===== config.mk =====
export PLATFORM = sky130hd
export DESIGN_NAME = fpga_spi_arb
export DESIGN_NICKNAME = d
export VERILOG_FILES = /design/src/rtl/fpga_spi_arb.sv
export SDC_FILE = /design/constraint.sdc
export NUM_CORES = 1
export LEC_CHECK = 0
export CORE_ASPECT_RATIO = 0.5
export CORE_UTILIZATION = 55
export CTS_BUF_LIST = sky130_fd_sc_hd__clkbuf_4 sky130_fd_sc_hd__clkbuf_8
export DETAILED_ROUTE_END_ITERATION = 8
export PLACE_DENSITY = 0.81
export SETUP_SLACK_MARGIN = 0.2
export SLEW_MARGIN = 20
export SYNTH_ARGS = -nofsm -noshare
export SYNTH_HDL_FRONTEND = slang
export SYNTH_SLANG_ARGS = --single-unit

===== constraint.sdc =====
create_clock -name clk -period 3.7 [get_ports clk]
set_input_delay 0.37 -clock clk [delete_from_list [all_inputs] [get_ports clk]]
set_output_delay 0.37 -clock clk [all_outputs]
set_load 0.005 [all_outputs]

===== src/rtl/fpga_spi_arb.sv =====
// fpga_spi_arb: arbitrates one physical SPI bus between a CPU SPI master and a
// hardware 32-bit mode-0 transfer engine, with a guard gap between owners.
module fpga_spi_arb #(
    parameter int CLK_DIV   = 4,
    parameter int GUARD_CYC = 2
) (
    input  logic        clk,
    input  logic        reset,
    input  logic        cpu_spi_SCLK,
    input  logic        cpu_spi_MOSI,
    input  logic [1:0]  cpu_spi_SS_n,
    output logic        cpu_spi_MISO,
    input  logic        hw_req,
    input  logic        hw_ss_sel,
    input  logic [31:0] hw_wdata,
    output logic        hw_ack,
    output logic        hw_done,
    output logic [15:0] hw_rdata,
    output logic        spi_SCLK,
    output logic        spi_MOSI,
    output logic [1:0]  spi_SS_n,
    input  logic        spi_MISO,
    output logic        cpu_busy,
    output logic        cpu_collision,
    input  logic        cpu_collision_clr
);
    typedef enum logic [2:0] {IDLE, CPU_OWN, HW_LOAD, HW_SHIFT, HW_END, GUARD} state_t;
    state_t      state_q, state_d;
    logic [1:0]  ss_q, ss_d;
    logic        sclk_q, sclk_d, mosi_q, mosi_d, coll_q, coll_d;
    logic [7:0]  cnt_q, cnt_d;
    logic [4:0]  bcnt_q, bcnt_d;
    logic [30:0] tx_q, tx_d;
    logic [15:0] rx_q, rx_d, rdata_q, rdata_d;
    logic        cpu_sel, hw_own;
    assign cpu_sel = cpu_spi_SS_n != 2'b11;
    assign hw_own  = state_q inside {HW_LOAD, HW_SHIFT, HW_END};
    always_ff @(posedge clk or posedge reset) begin
        if (reset) begin
            state_q <= IDLE;
            ss_q    <= 2'b11;
            sclk_q  <= 1'b0;
            mosi_q  <= 1'b0;
            coll_q  <= 1'b0;
            cnt_q   <= '0;
            bcnt_q  <= '0;
            tx_q    <= '0;
            rx_q    <= '0;
            rdata_q <= '0;
        end else begin
            state_q <= state_d;
            ss_q    <= ss_d;
            sclk_q  <= sclk_d;
            mosi_q  <= mosi_d;
            coll_q  <= coll_d;
            cnt_q   <= cnt_d;
            bcnt_q  <= bcnt_d;
            tx_q    <= tx_d;
            rx_q    <= rx_d;
            rdata_q <= rdata_d;
        end
    end
    always_comb begin
        state_d = state_q;
        ss_d    = ss_q;
        sclk_d  = sclk_q;
        mosi_d  = mosi_q;
        cnt_d   = cnt_q;
        bcnt_d  = bcnt_q;
        tx_d    = tx_q;
        rx_d    = rx_q;
        rdata_d = rdata_q;
        // a new collision outranks a clear in the same cycle
        coll_d  = (coll_q & ~cpu_collision_clr) | (hw_own & cpu_sel);
        case (state_q)
            IDLE: begin
                if (cpu_sel) begin
                    state_d = CPU_OWN;
                    ss_d    = cpu_spi_SS_n;
                    sclk_d  = cpu_spi_SCLK;
                    mosi_d  = cpu_spi_MOSI;
                end else if (hw_req) begin
                    state_d = HW_LOAD;
                    ss_d    = hw_ss_sel ? 2'b01 : 2'b10;
                    mosi_d  = hw_wdata[31];
                    tx_d    = hw_wdata[30:0];
                end
            end
            CPU_OWN: begin
                ss_d   = cpu_spi_SS_n;
                sclk_d = cpu_sel & cpu_spi_SCLK;
                mosi_d = cpu_sel & cpu_spi_MOSI;
                cnt_d  = '0;
                if (!cpu_sel) state_d = GUARD;
            end
            HW_LOAD: begin
                state_d = HW_SHIFT;
                cnt_d   = '0;
                bcnt_d  = '0;
            end
            HW_SHIFT: begin
                cnt_d = cnt_q + 8'd1;
                if (cnt_q == 8'(CLK_DIV - 1)) begin
                    cnt_d  = '0;
                    sclk_d = ~sclk_q;
                    if (!sclk_q) begin
                        rx_d = {rx_q[14:0], spi_MISO};
                    end else if (bcnt_q == 5'd31) begin
                        state_d = HW_END;
                        mosi_d  = 1'b0;
                        rdata_d = rx_q;
                    end else begin
                        bcnt_d = bcnt_q + 5'd1;
                        tx_d   = {tx_q[29:0], 1'b0};
                        mosi_d = tx_q[30];
                    end
                end
            end
            HW_END: begin
                state_d = GUARD;
                ss_d    = 2'b11;
                cnt_d   = '0;
            end
            GUARD: begin
                cnt_d = cnt_q + 8'd1;
                if (cnt_q == 8'(GUARD_CYC - 1)) begin
                    state_d = IDLE;
                    cnt_d   = '0;
                end
            end
            default: state_d = IDLE;
        endcase
    end
    assign spi_SS_n      = ss_q;
    assign spi_SCLK      = sclk_q;
    assign spi_MOSI      = mosi_q;
    assign hw_rdata      = rdata_q;
    assign hw_ack        = state_q == HW_LOAD;
    assign hw_done       = state_q == HW_END;
    assign cpu_collision = coll_q;
    assign cpu_spi_MISO  = state_q == CPU_OWN ? spi_MISO : 1'b1;
    assign cpu_busy      = hw_own | (state_q == IDLE & hw_req & ~cpu_sel & ~reset);
endmodule


# After elaboration in Yosys (flattened, before gate mapping)
# Index checks and enable logic that the tools add are counted.
# word_totals
ff_bits	84
word_cells	95
out_inout_bits	25
# classes
mux	35
add_sub_neg	2
eq_ne	19
bitwise	13
reduce_logical	16
# ops
op	count
31-bit 2-to-1 mux	5
31-bit case mux with 2 select lines	1
8-bit case mux with 3 select lines	1
3-bit 2-to-1 mux	7
3-bit case mux with 6 select lines	1
8-bit 2-to-1 mux	2
2-bit != test (second input constant)	8
5-bit 2-to-1 mux	3
4-bit AND reduction	3
6-bit AND reduction	2
3-bit nonzero test	4
5-bit case mux with 2 select lines	1
8-bit by 1-bit adder with 8-bit output (second input constant)	1
8-bit by 1-bit equality test with 1-bit output (second input constant)	1
8-bit by 2-bit equality test with 1-bit output (second input constant)	1
1-bit 2-to-1 mux	8
1-bit AND	7
3-bit by 2-bit equality test with 1-bit output (second input constant)	2
3-bit equality test (second input constant)	2
2-bit 2-to-1 mux	3
1-bit case mux with 3 select lines	2
2-bit case mux with 3 select lines	1
3-bit AND reduction	2
5-bit by 1-bit adder with 5-bit output (second input constant)	1
other kinds (10)	16

# Longest topological paths before layout
# Gate-level depths: netlist of the first run.
# logic_depth
depth_word	5
mapped_depth	8
ltp_nobuf	7

# Worst setup path before layout of the first run
# No wires, ideal clock.
# synth_timing
path_type	input to output
start	input reset
end	output cpu_busy
required_time_ns	3.330
slack_ns	0.687
path_stages	4
arrival_ns	2.643
path_cell_list	inv_1 > a31oi_1 > o21ai_0 > and2_1
# synth_via
elab_chain_cells	3
# synth_lines
element	line	source
from (decl)	8	input logic reset,
1-bit NOT	142	assign cpu_busy = hw_own | (state_q == IDLE & hw_req & ~cpu_sel & ~reset);
1-bit AND	142	
1-bit OR	142	
to (decl)	23	output logic cpu_busy,
# Every way passes these cells.

# Worst setup path in the final report of the first run
# layout_timing
start	register bcnt_q[0]
end	register tx_q[26]
# layout_via
elab_chain_cells	3
# layout_lines
element	line	source
from (decl)	32	logic [4:0] bcnt_q, bcnt_d;
from (signal assigned)	57	bcnt_q <= bcnt_d;
5-bit equality test	108	end else if (bcnt_q == 5'd31) begin
2-bit != test (no source line)	-	
6-bit AND reduction (no source line)	-	
to (signal assigned)	58	tx_q <= tx_d;
to (decl)	33	logic [30:0] tx_q, tx_d;
# Every way passes these cells.
# A chain may end at the register's enable or synchronous reset.

==> results.toml, run 1 <==
[status]
outcome = "finished clean"

[global_route]
grtUsageMet1_pct = 29.0
use_met3_pct = 7.31
grt_pass1_wl_um = 14400
grt_pass1_vias = 3011
antenna_found_initial = 0
busiest_layer = "met2"
met2_usage_pct = 37.2
track_usage_pct = 23.0
grt-ovfl-total = 0
grt_max_degree = 85

[final_layout]
finalNonFillerCells = 552
num_antenna_cells = 0
finalInstanceArea_sq_mm = 0.00505
syn2layout_area_growth_pct = 22.6
final_nets = 501
drive_gt1_share_pct = 19.8
fill_cells = 509

[critical_path]
worst_ep_required_time_ps = 3950
cp-start-kind = "flip-flop"
endpoint_kind = "flip-flop"
reg2reg_slack_ps = 940
rr_worst_depth = 7
rr_startpoint = "bcnt_q[0]$_DFFE_PP0P_"
critPathMaxFanout = 31
worstReg2RegEnd = "tx_q[26]$_DFFE_PP0P_"
path_class = "reg -> reg"
cp_data_arrival_time_ps = 3000
startpoint = "bcnt_q[0]$_DFFE_PP0P_"

[clock_tree]
clockBufferDepth = 2
hold_buffers = 0
clkTransAtPathRegs_ps = 90
cts_buffers = 9
cts_tree = "yes"
ctsHtreeMaxLevel = 3
cts_root_buf = "clkbuf_8"
clock_latency_ps = 360
cts.repair.resized = 0
cts_setup_buffers = 0
clock-sinks = 84

[floorplan]
fp.dieH_um = 63.2
die_w_um = 124
core_area_sq_mm = 0.00696
die-area_sq_mm = 0.00786
ios = 67
row_count = 21
start_util_pct = 59.1

[placement]
dp_hpwl_um = 5570
place_congestion = 0.910
port_buffers = 66
place_area_sq_mm = 0.00484
place_inst = 536

[timing]
worst_slew_pin_slew_ps = 927
finalCritPeriodShare_pct = 74.5
setup_viol = 0
relSlewSlack_pct = 38.1
period_needed_ps = 2760
fmax_mhz = 363
clock_skew_ps = 6.74
hold_slack_ps = 507
maxSlewViolCount = 0
rsz0062_at_grt = "no"
fin_tns_setup_ps = 0
hold_viol_final = 0

[synthesis]
syn_avg_cell_area_sq_um = 10.5
syn_nets = 439
synth-edff-count = 0
ys_types = 45
postSynthCellCount = 393
yosys_warnings = 0
synthArstFlopShare_pct = 100
synth-main-ff-cell = "dfrtp_1"
synth-seq-area-share_pct = 51.1
ys_ff_latch = 84
syn-cell-area_sq_mm = 0.00412

[route]
wl_um = 8130
dr.pass1.iters = 4
drcViolationCount = 0
ant_nets = 0
via_count = 3059
vias_per_cell = 5.54
drtIter0Drc = 119
wl_per_cell_um = 14.7

[worst_hold_path]
hold_depth = 1
hp-class = "reg -> reg"
hp-start = "rx_q[15]$_DFFE_PP0P_"
hold_end = "hw_rdata[15]$_DFFE_PP0P_"

[pwr]
vdd_drop_max_uv = 325
p_leak_uw = 0.00229
power_density_mw_per_mm2 = 560
total_power_uw = 2830

[run]
max_cap_violations = 0
[metal layers]
layer	share of wire [%]	vias to the layer above	wire (um)
met1	44	1487	3590
met3	4.6	12	373
met2	49	82	4000
met5	0	-	0
met4	2.0	0	165
li1	-	1478	-
[registers in the layout (all words and copies together), names as in the netlist]
| name | count |
|---|---|
| rx_q | 16 |
| spi_SCLK | 1 |
| spi_SS_n | 2 |
| spi_MOSI | 1 |
| bcnt_q | 5 |
| hw_rdata | 16 |
| state_q | 3 |
| cpu_collision | 1 |
| tx_q | 31 |
| cnt_q | 8 |
[critical path, cell delays in order, from the launching register on]
cell and delay [ps]:
dfrtp_1 420, ha_1 230, and3_1 180, ha_1 220, nor2b_1 170, nand4_1 180, a21oi_4 800, mux2_2 420
[where the power goes]
part           switching (uW)  internal [uW]
Combinational             416            440
Clock                     344            315
Sequential                192           1120
[kinds of logic after synthesis]
logic type | count (synthesis) | synth area share [%]
and+or+nand+nor | 164 | 18.6
DFF | 84 | 51.1
muxes | 66 | 18.9
AOI/OAI and AO/OA | 42 | 6.17
buffers and inverters | 29 | 3.13
xor gates and xnor gates | 4 | 0.851
adders and majority gates | 4 | 1.22
[worst max-delay path by stage]
stage,slack [ps],cells past startpoint,endpoint
6_report,940,7,tx_q[26]$_DFFE_PP0P_
5_1_grt,780,7,tx_q[10]$_DFFE_PP0P_
4_1_cts,930,7,tx_q[13]$_DFFE_PP0P_
3_5_place_dp,950,7,tx_q[26]$_DFFE_PP0P_
3_3_place_gp,1060,7,tx_q[19]$_DFFE_PP0P_
2_1_floorplan,690,4,cpu_busy
[stage by stage]
stage          setup slack, ps  utilization [%]
3_3_place_gp              1060             69.6
2_1_floorplan              687                -
4_1_cts                    931             72.4
5_1_grt                    780             72.5
6_report                   944             72.5
3_5_place_dp               949             69.6
[area by class of cell]
class	instances	area, sq um	share of cell area (%)
flip-flops and latches	84	2100	41.7
multi-input cells	280	1890	37.5
inverters	10	38.8	0.768
repair buffers	70	694	13.8
clock buffers	9	124	2.45
clock inverters	7	76.3	1.51
well taps	92	115	2.28
[cells in the final DEF, fill, tap and decap left out, types with 2 or more instances in the layout]
cell / instances
mux2_2: 54
or3_1: 5
inv_1: 9
and4_1: 2
ha_1: 4
a31oi_1: 2
nor2_1: 9
mux2_4: 10
nand3b_1: 2
a211oi_1: 2
clkbuf_8: 9
nor3_1: 3
and3b_1: 2
xor2_1: 4
clkinv_2: 2
clkinv_4: 2
and2_1: 4
nand4_1: 8
clkdlybuf4s50_1: 66
nand2_1: 108
dfstp_2: 2
buf_4: 3
nand3_1: 9
a311oi_1: 2
a21oi_1: 11
and3_1: 2
o22ai_1: 2
dfrtp_1: 82
o21ai_0: 15
clkinvlp_4: 2
nor2b_1: 3
[synthesized netlist by cell type (all sizes together), types with 3 or more instances]
cell / count / share of area, %
ha: 4 / 1.2
a21oi: 12 / 1.5
inv: 10 / 0.91
nand3: 10 / 1.3
dfrtp: 82 / 50
nor2: 9 / 0.82
nor2b: 3 / 0.46
nand4: 8 / 1.2
nor3: 3 / 0.36
buf: 7 / 1.1
o21ai: 15 / 1.8
nand2: 108 / 9.8
xor2: 4 / 0.85
mux2: 65 / 19
or3: 5 / 0.76
and2: 4 / 0.61
clkbuf: 12 / 1.1
(Power assumes the default switching activity.)
==> run 2, diff against run 1 <==
==> constraint.sdc (replaced) <==
create_clock -name clk -period 2.78 [get_ports clk]
set_input_delay 0.278 -clock clk [delete_from_list [all_inputs] [get_ports clk]]
set_output_delay 0.278 -clock clk [all_outputs]
set_load 0.005 [all_outputs]
==> results.toml, run 2 (synthesized netlist as in run 1, its figures left out) <==
[clock_tree]
cts_root_buf = "clkbuf_8"
clock_latency_ps = 360
clockBufferDepth = 2
cts_tree = "yes"
clock-sinks = 84
ctsHtreeMaxLevel = 3
cts_buffers = 9
clkTransAtPathRegs_ps = 90

[floorplan]
row_count = 21
die-area_sq_mm = 0.00786
die_w_um = 124
core_area_sq_mm = 0.00696
fp.dieH_um = 63.2
ios = 67
start_util_pct = 59.1

[global_route]
grt-ovfl-total = 0
track_usage_pct = 23.2
grt_pass1_wl_um = 14400
grt_pass1_vias = 3039
antenna_found_initial = 0
grt_max_degree = 48

[critical_path]
endpoint_kind = "output pin"
cp-start-kind = "flip-flop"
slowest_stage = "dfrtp_1"
critPathMaxFanout = 20
cp_cell_sequence = "nand2b_1, or3_1, clkdlybuf4s50_1"
worst_ep_required_time_ps = 2500
path_class = "reg -> out"
critPathTopFamily = "flip-flops"
crit_buf_inv = 1
cp_data_arrival_time_ps = 2120
critPathMaxStageDelay_ps = 710

[timing]
relSlewSlack_pct = 41.4
rsz0062_at_grt = "no"
setup_viol = 0
fin_tns_setup_ps = 0
period_needed_ps = 2400
fmax_mhz = 417
maxSlewViolCount = 0
clock_skew_ps = 10.5
hold_viol_final = 0
hold_slack_ps = 432
finalCritPeriodShare_pct = 86.3
worst_slew_pin_slew_ps = 879

[route]
drtIter0Drc = 116
vias_per_cell = 5.56
ant_nets = 0
wl_um = 8390
dr.pass1.iters = 4
drcViolationCount = 0
wl_per_cell_um = 15.1
via_count = 3089

[final_layout]
largest_register_ffs = 31
drive_gt1_share_pct = 20.7
syn2layout_area_growth_pct = 23.6
final_cell_mix = "nand2_1 (108), dfrtp_1 (81), clkdlybuf4s50_1 (66), mux2_2 (54), o21ai_0 (15)"
top_register = "tx_q"
final_nets = 505
finalInstanceArea_sq_mm = 0.00509
final_common_cell = "nand2_1"
num_antenna_cells = 0
post-route-util_pct = 73.1

[pwr]
p_leak_uw = 0.00231
swShare_pct = 33.8
internal_power_uw = 2510
vdd_drop_max_uv = 455
p_sw_uw = 1280
power_frac_comb_pct = 31.9
power_density_mw_per_mm2 = 746
seq_power_share_pct = 45.0
clkPwrFrac_pct = 23.1

[worst_hold_path]
hp-class = "in -> async"

[placement]
port_buffers = 66
dp_hpwl_um = 5700
place_area_sq_mm = 0.00489
place_congestion = 0.925

[status]
outcome = "finished clean"

[run]
max_cap_violations = 0
## run 2: final cells by class
cell class | instances | area, sq um
clock inverters | 7 | 76.3
fillers | 490 | 1870
flip-flops and latches | 84 | 2110
multi-input cells | 280 | 1890
clock buffers | 9 | 124
repair buffers | 74 | 733
well taps | 92 | 115
inverters | 10 | 41.3
## run 2: layer usage
layer,share of wire [%],track usage [%]
met1,42,27.6
met2,51,39.8
met3,4.7,7.22
met4,1.6,8.58
met5,0,0
## run 2: path summary, 6_finish.rpt
path	depth (start not counted)	slack, ps	from	end
worst max-delay path	3	380	state_q[0]$_DFFE_PP0P_	cpu_spi_MISO
worst min register to register	1	490	tx_q[1]$_DFFE_PP0P_	tx_q[1]$_DFFE_PP0P_
worst max register to register	8	480	bcnt_q[0]$_DFFE_PP0P_	tx_q[28]$_DFFE_PP0P_
max in group asynchronous	4	1330	reset	state_q[2]$_DFFE_PP0P_
min in group clk	2	490	cpu_collision_clr	cpu_collision$_DFF_PP0_
worst min-delay path	3	430	reset	rx_q[1]$_DFFE_PP0P_
## run 2: worst register-to-register path, delay by kind of cell, from the launching register on
| family | cells | cell delay, ps |
|---|---|---|
| mux | 1 | 380 |
| flops | 1 | 420 |
| buf+inv | 1 | 210 |
| fa+ha+maj | 2 | 440 |
| simple gates | 3 | 520 |
| compound gates | 1 | 230 |
## run 2: repair_timing
item | in CTS | in global routing
setup endpoints to repair | 0 | 1
setup buffers | 0 | 0
endpoints found under the hold margin | 0 | 0
hold buffers | 0 | 0
gates resized for setup | 0 | 1
## run 2: power by group through the flow
| stage | Combinational (uW) | Sequential (uW) | Clock (uW) |
|---|---|---|---|
| after floorplan | 864 | 1640 | 0 |
| after CTS | 1210 | 1710 | 896 |
| after global routing | 1350 | 1750 | 948 |
| after detailed placement | 1190 | 1730 | 0 |
| final | 1210 | 1710 | 876 |
| after global placement | 1150 | 1710 | 0 |
## run 2: per-stage QoR
step	total power (uW)	instances	setup WS [ps]
3_5_place_dp	2920	540	519
6_report	3800	556	381
5_1_grt	4040	556	226
4_1_cts	3810	556	283
3_3_place_gp	2860	540	567
2_1_floorplan	2500	393	433
